--- src/rtl/bpsk_pkg.sv ---
// Shared constants, state encoding and elaboration helpers for the BPSK transmit scheduler.
package bpsk_pkg;

  localparam int unsigned BPSK_WORD_W  = 18;
  localparam int unsigned BPSK_BIT_DIV = 4;

  typedef enum logic [1:0] {
    StIdle,
    StLoad,
    StWaitDone,
    StGuard
  } sched_state_t;

  // Index width that stays legal for a single-source build.
  function automatic int unsigned idx_w(input int unsigned n);
    return (n > 1) ? $clog2(n) : 1;
  endfunction

  function automatic int unsigned max3(input int unsigned a, input int unsigned b,
                                       input int unsigned c);
    int unsigned m;
    m = (a > b) ? a : b;
    return (m > c) ? m : c;
  endfunction

endpackage

--- src/rtl/rr_arbiter.sv ---
// Combinational round-robin select: first requester at or after ptr_i, cyclically.
module rr_arbiter
  import bpsk_pkg::*;
#(
  parameter int unsigned NUM_REQ = 2
) (
  input  logic [NUM_REQ-1:0]         req_i,
  input  logic [idx_w(NUM_REQ)-1:0]  ptr_i,
  output logic                       valid_o,
  output logic [idx_w(NUM_REQ)-1:0]  sel_o
);

  localparam int unsigned IdW = idx_w(NUM_REQ);

  logic [IdW-1:0] idx;

  always_comb begin
    valid_o = 1'b0;
    sel_o   = '0;
    idx     = '0;
    for (int unsigned k = 0; k < NUM_REQ; k++) begin
      idx = IdW'((32'(ptr_i) + k) % NUM_REQ);
      if (!valid_o && req_i[idx]) begin
        valid_o = 1'b1;
        sel_o   = idx;
      end
    end
  end

endmodule

--- src/rtl/bpsk_tx_scheduler.sv ---
// Front-end scheduler for the BPSK modulator: round-robin source arbitration, load handshake,
// end-of-frame wait with watchdog, and inter-frame guard gap.
module bpsk_tx_scheduler
  import bpsk_pkg::*;
#(
  parameter int unsigned NUM_REQ    = 2,
  parameter int unsigned WORD_W     = BPSK_WORD_W,
  parameter int unsigned BIT_DIV    = BPSK_BIT_DIV,
  parameter int unsigned GUARD_BITS = 2,
  parameter int unsigned TIMEOUT    = 176
) (
  input  logic                        clk,
  input  logic                        rst,
  input  logic [NUM_REQ-1:0]          req,
  input  logic [NUM_REQ*WORD_W-1:0]   req_data,
  output logic [NUM_REQ-1:0]          grant,
  output logic [WORD_W-1:0]           mod_data,
  output logic                        read_ready,
  input  logic                        mod_done,
  output logic                        busy,
  output logic [idx_w(NUM_REQ)-1:0]   active_id,
  output logic                        err_timeout,
  output logic [15:0]                 words_sent
);

  localparam int unsigned IdW      = idx_w(NUM_REQ);
  localparam int unsigned GuardCyc = GUARD_BITS * BIT_DIV;
  localparam int unsigned CntMax   = max3(TIMEOUT, GuardCyc, BIT_DIV);
  localparam int unsigned CntW     = $clog2(CntMax + 1);

  sched_state_t        state_q, state_d;
  logic [CntW-1:0]     cnt_q, cnt_d;
  logic [IdW-1:0]      ptr_q, ptr_d;
  logic [NUM_REQ-1:0]  grant_q, grant_d;
  logic [WORD_W-1:0]   mod_data_q, mod_data_d;
  logic                read_ready_q, read_ready_d;
  logic                busy_q, busy_d;
  logic [IdW-1:0]      active_id_q, active_id_d;
  logic                err_timeout_q, err_timeout_d;
  logic [15:0]         words_sent_q, words_sent_d;

  logic                arb_valid;
  logic [IdW-1:0]      arb_sel;

  rr_arbiter #(
    .NUM_REQ (NUM_REQ)
  ) u_rr_arbiter (
    .req_i   (req),
    .ptr_i   (ptr_q),
    .valid_o (arb_valid),
    .sel_o   (arb_sel)
  );

  always_comb begin
    state_d       = state_q;
    cnt_d         = cnt_q;
    ptr_d         = ptr_q;
    grant_d       = '0;
    mod_data_d    = mod_data_q;
    read_ready_d  = read_ready_q;
    active_id_d   = active_id_q;
    err_timeout_d = err_timeout_q;
    words_sent_d  = words_sent_q;

    unique case (state_q)
      StIdle: begin
        if (arb_valid) begin
          for (int unsigned i = 0; i < NUM_REQ; i++) begin
            if (arb_sel == IdW'(i)) begin
              grant_d[i] = 1'b1;
              mod_data_d = req_data[i*WORD_W +: WORD_W];
            end
          end
          active_id_d = arb_sel;
          ptr_d       = (arb_sel == IdW'(NUM_REQ - 1)) ? '0 : arb_sel + IdW'(1);
          state_d     = StLoad;
          cnt_d       = '0;
        end
      end
      StLoad: begin
        // read_ready rises one cycle after grant and is held for BIT_DIV cycles.
        if (cnt_q == CntW'(BIT_DIV)) begin
          read_ready_d = 1'b0;
          cnt_d        = '0;
          state_d      = StWaitDone;
        end else begin
          read_ready_d = 1'b1;
          cnt_d        = cnt_q + CntW'(1);
        end
      end
      StWaitDone: begin
        if (mod_done) begin
          words_sent_d = words_sent_q + 16'd1;
          cnt_d        = '0;
          state_d      = StGuard;
        end else if (cnt_q == CntW'(TIMEOUT - 1)) begin
          err_timeout_d = 1'b1;
          cnt_d         = '0;
          state_d       = StGuard;
        end else begin
          cnt_d = cnt_q + CntW'(1);
        end
      end
      StGuard: begin
        if (cnt_q == CntW'(GuardCyc - 1)) begin
          cnt_d   = '0;
          state_d = StIdle;
        end else begin
          cnt_d = cnt_q + CntW'(1);
        end
      end
      default: begin
        state_d = StIdle;
        cnt_d   = '0;
      end
    endcase

    busy_d = (state_d != StIdle);
  end

  always_ff @(posedge clk) begin
    if (rst) begin
      state_q       <= StIdle;
      cnt_q         <= '0;
      ptr_q         <= '0;
      grant_q       <= '0;
      mod_data_q    <= '0;
      read_ready_q  <= 1'b0;
      busy_q        <= 1'b0;
      active_id_q   <= '0;
      err_timeout_q <= 1'b0;
      words_sent_q  <= '0;
    end else begin
      state_q       <= state_d;
      cnt_q         <= cnt_d;
      ptr_q         <= ptr_d;
      grant_q       <= grant_d;
      mod_data_q    <= mod_data_d;
      read_ready_q  <= read_ready_d;
      busy_q        <= busy_d;
      active_id_q   <= active_id_d;
      err_timeout_q <= err_timeout_d;
      words_sent_q  <= words_sent_d;
    end
  end

  assign grant       = grant_q;
  assign mod_data    = mod_data_q;
  assign read_ready  = read_ready_q;
  assign busy        = busy_q;
  assign active_id   = active_id_q;
  assign err_timeout = err_timeout_q;
  assign words_sent  = words_sent_q;

endmodule
--- config.mk ---
export PLATFORM = sky130hd
export DESIGN_NAME = bpsk_tx_scheduler
export DESIGN_NICKNAME = d
export VERILOG_FILES = /design/src/rtl/bpsk_pkg.sv /design/src/rtl/rr_arbiter.sv /design/src/rtl/bpsk_tx_scheduler.sv
export SDC_FILE = /design/constraint.sdc
export NUM_CORES = 1
export LEC_CHECK = 0
export ABC_AREA = 1
export CAP_MARGIN = 20
export CORE_MARGIN = 4
export CORE_UTILIZATION = 40
export CTS_BUF_LIST = sky130_fd_sc_hd__clkbuf_4
export CTS_CLUSTER_SIZE = 40
export DETAILED_ROUTE_END_ITERATION = 10
export MAX_ROUTING_LAYER = met4
export PLACE_DENSITY_LB_ADDON = 0.3
export SLEW_MARGIN = 20
export SYNTH_ARGS = -nofsm -noshare
export SYNTH_HDL_FRONTEND = slang
export SYNTH_SLANG_ARGS = --single-unit
--- constraint.sdc ---
create_clock -name clk -period 1.3 [get_ports clk]
set_clock_uncertainty 0.15 [all_clocks]
set_input_delay 0.195 -clock clk [delete_from_list [all_inputs] [get_ports clk]]
set_output_delay 0.195 -clock clk [all_outputs]
set_load 0.01 [all_outputs]
# Yosys cells after proc, flatten, opt, wreduce, memory -nomap -nowiden
# Index checks and enable logic that the tools add are counted.
# totals
regBits,51
input_bits,41
output_inout_bits,40
elab_cells,59
# op_classes
addsub,4
magnitude_cmp,2
eq_ne,7
mux,25
bitwise_logic,3
n_reduce_logical,8
# op_table
cell,n
8-bit two-way mux,5
8-bit one-hot mux with 4 select lines,1
18-bit two-way mux,1
16-bit by 1-bit adder with 16-bit output (second input constant),1
8-bit by 3-bit == test with 1-bit output (second input constant),2
1-bit two-way mux,12
2-bit two-way mux,5
8-bit by 1-bit adder with 8-bit output (second input constant),1
8-bit == test (second input constant),1
2-bit one-hot mux with 4 select lines,1
2-bit == test (second input constant),2
1-bit by 2-bit < comparator with 1-bit output (second input constant),2
2-bit AND reduction,2
1-bit inverter,3
3-bit AND reduction,1
3-bit OR reduction,1
1-bit adder (second input constant),2
2-bit by 1-bit == test with 1-bit output (second input constant),1
2-bit zero test,1
2-bit inequality test (second input constant),1
2-bit nonzero test,1
1-bit logical AND,1
1-bit zero test,1

# Logic depth before layout (Yosys ltp)
# logic_depth
word_depth,9
ltp_mapped,10
depth_no_buf,10

# By module
# A second synthesis with hierarchy kept.
# hier_totals
cells_unflattened,362
hier_area_um2,2442.3
# by_module_without_submodules
module,instances,cells_each,area_each_um2,seq_area_each_um2
bpsk_tx_scheduler,1,358,2423.6,1021.0
rr_arbiter,1,4,18.8,0.0

# Least setup slack after synthesis
# Ideal clock, no wire load.
# synth_timing
path_kind,reg2reg
startpoint,reg words_sent_q[1] (netlist: words_sent[1])
endpoint,reg words_sent_q[12] (netlist: words_sent[12])
setup_ns,0.113
t_arrival_ns,1.249
required_ns,1.037
path_slack_ns,-0.212
stages_incl_launch_ff,9
path_buffers,0
synth_period_minus_slack_ns,1.512
path_cell_list,dfxtp_1 -> ha_1 -> nand3_1 -> nor2_4 -> nand3_1 -> nor2_1 -> nand2_1 -> nor2_1 -> nor2_1
# synth_between
elab_chain_len,1
# synth_rtl
item,line_no,source
from (decl),bpsk_tx_scheduler.sv:40,"logic [15:0] words_sent_q, words_sent_d;"
from (signal assigned),bpsk_tx_scheduler.sv:143,words_sent_q <= words_sent_d;
16-bit by 1-bit adder with 16-bit output,bpsk_tx_scheduler.sv:93,words_sent_d = words_sent_q + 16'd1;
# No other way between the ends.
# A chain may end at the register's enable or synchronous reset.

# Worst setup path in the final report
# layout_timing
startpoint,reg words_sent_q[1] (netlist: words_sent[1])
endpoint,reg words_sent_q[14] (netlist: words_sent[14])
# The elaborated chain is that of the path after synthesis.

==> impl_metrics.toml <==
[synthesis]
syn_inst = 372
avgSynthCellArea_um2 = 6.79
ys_seq_area_frac = 0.404
ys_warn_count = 0
syn_area_um2 = 2530
ys_ff_latch = 51
synth_nets = 416
synthDistinctLibCells = 33

[final_layout]
multi_input_area_um2 = 1660
area_growth_syn_to_layout_pct = 76.0
final_cell_area_um2 = 4450
final_cell_mix = "nand2_1 (87), buf_4 (58), dfxtp_2 (40), clkdlybuf4s50_1 (40), inv_1 (36)"
nets = 570
final_common_cell = "nand2_1"
regArea_um2 = 1100
drive_gt1_frac = 0.516
fillers = 414
insertedDiodeCount = 0

[die]
start_util = 0.419
die_area_um2 = 7650
die_h_um = 87.5
core_um2 = 6030
io_pins = 81
die_w_um = 87.5
rows = 28

[hold_path]
hold_class = "in2reg"

[job]
max-cap-violations = 0

[critical_path]
required_ps = 1430
critPathMaxStageDelay_ps = 380
cp_slowest_cell = "dfxtp_4"
reg2reg_slack_ps = -290
end_kind = "flip-flop"
path_max_fanout = 4
path_buf_inv = 1
start_kind = "flip-flop"
crit_arrival_ps = 1720
crit_type = "reg2reg"
crit_chain = "buf_6 > ha_4 > nand3_4 > nor2_4 > nand4_1 > nor2_1 > nand2_1 > nand2_1 > nor2_1"
cp_top_family = "simple AND/OR/NAND/NOR gates"

[global_route]
gr-max-usage-layer = "met2"
met1_usage = 0.225
grt_max_degree = 34
overflow = 0
grt_pass1_vias = 3065
met2_usage = 0.387
grt_usage = 0.213
grt_pass1_wl_um = 12800
grt_use_met3 = 0.0577
grt_antenna_before_repair = 0

[timing]
worstMarginPinSlew_ps = 232
fmax_ghz = 0.628
finalCritPeriodShare = 1.23
finalSetupViolCount = 50
rsz0062_at_grt = "yes"
slew_headroom = 0.844
slew_violations = 0
finalCriticalPeriod_ps = 1590
hold_violations = 0
fin_ws_ps = -293

[route]
drc = 0
drt-initial-drc-count = 123
dr.pass1.iters = 4
via_per_inst = 5.09
postRouteAntennaNets = 0
via_count = 3062
wl_per_cell_um = 14.2
routed_wirelength_um = 8560

[power_and_ir_drop]
power_frac_seq = 0.506
comb_power_share = 0.287
p_leak_nw = 2.00
power.share.clock = 0.207
power.switching_mw = 1.07
intPower_mw = 2.38
peakVddDrop_v = 0.000591
p_per_area_nw_per_um2 = 775
sw_frac_of_total = 0.309

[place]
place_area_um2 = 3860
io_buffers = 80
dpl.hpwl_um = 5230
dp_slack_ps = -448
globalplace.congestion = 0.854

[outcome]
violations = "setup timing"
outcome = "complete, but fails checks"

[clocking]
clock-sinks = 51
htree_levels = 2
clockBufferDepth = 2
cts_root_buf = "clkbuf_4"
cts.clk_slew.worst_paths_ps = 150
cts_hold_buf = 0
tritoncts.num_buffers = 5
tritoncts = "done"
insertion_delay_ps = 360
[per-layer routing]
metal | part of all wire | routed length (um)
met1 | 0.38 | 3260
met2 | 0.53 | 4530
met3 | 0.073 | 622
met4 | 0.017 | 148
met5 | 0 | 0
[cell families (layout without fill, tap and decap cells)]
kind of cell               after synthesis  after routing  share of synthesized area
xor gates and xnor gates                 4              4                     0.0139
DFF                                     51             51                      0.404
AOI/OAI and AO/OA                       70             70                      0.152
and+or+nand+nor                        183            183                      0.315
buffers and inverters                   61            216                      0.100
adders and majority gates                3              3                     0.0149
[registers in the layout, indices dropped and copies added, names as in the netlist]
name / count
active_id: 1
busy: 1
cnt_q: 8
err_timeout: 1
grant: 2
mod_data: 18
ptr_q: 1
read_ready: 1
state_q: 2
words_sent: 16
[area by class of cell]
| type | count | area share |
|---|---|---|
| clock buffers | 6 | 0.0101 |
| clock inverters | 2 | 0.00169 |
| inverters | 49 | 0.0461 |
| multi-input cells | 260 | 0.373 |
| flip-flops and latches | 51 | 0.247 |
| well taps | 75 | 0.0211 |
| repair buffers | 155 | 0.289 |
| repair inverters | 4 | 0.0118 |
[worst register-to-register path: stages, from the launching register on]
cell     delay, ps
dfxtp_4        380
buf_6          110
ha_4           140
nand3_4         60
nor2_4         150
nand4_1        130
nor2_1         160
nand2_1         80
nand2_1         90
nor2_1          50
[path summary, 6_finish.rpt]
kind,startpoint,end,cells after the start
worst max-delay path,words_sent[1],words_sent[14],9
worst min-delay path,req_data[3],mod_data[3],3
worst max register to register,words_sent[1],words_sent[14],9
worst min register to register,err_timeout,err_timeout,1
[metrics by stage]
stage | instances | TNS (ps) | hold slack, ps | total power [mW] | utilization
after floorplan | 372 | -597 | 205 | 2.11 | -
final | 602 | -5220 | 223 | 3.45 | 0.738
after global routing | 602 | -9010 | 219 | 3.63 | 0.738
after detailed placement | 565 | -16680 | 307 | 2.56 | 0.640
after CTS | 588 | -3180 | 212 | 3.34 | 0.695
after global placement | 565 | -15270 | 300 | 2.54 | 0.640
[power by group through the flow]
| stage | logic [mW] | registers, mW | clock network (mW) |
|---|---|---|---|
| detailed placement | 0.805 | 1.75 | 0 |
| CTS | 0.873 | 1.74 | 0.726 |
| global route | 1.08 | 1.76 | 0.797 |
| floorplan | 0.316 | 1.80 | 0 |
| finish | 0.990 | 1.74 | 0.713 |
| global placement | 0.789 | 1.75 | 0 |
[synthesized netlist by cell type (all sizes together)]
cell type,instances,area (um2)
nand2,114,438
dfxtp,51,1020
inv,48,183
nor2,39,169
o21ai,29,145
a21oi,18,90.1
a31oi,18,113
nand3,15,92.6
buf,7,47.5
nand4,6,37.5
clkbuf,5,18.8
nor3,5,30.0
ha,3,37.5
o211ai,2,15.0
o21a,2,15.0
xnor2,2,17.5
xor2,2,17.5
a211oi,1,7.51
and2,1,7.51
clkinv,1,3.75
nand3b,1,7.51
nor3b,1,7.51
nor4,1,6.26
[repair_timing]
item / in CTS / in global routing
pin swaps: 26 / 31
endpoints found under the setup margin: 80 / 75
setup buffers: 13 / 13
gates resized for setup: 237 / 94
gates cloned: 2 / 2
endpoints found under the hold margin: 0 / 0
Power figures use the tool's default switching activity.
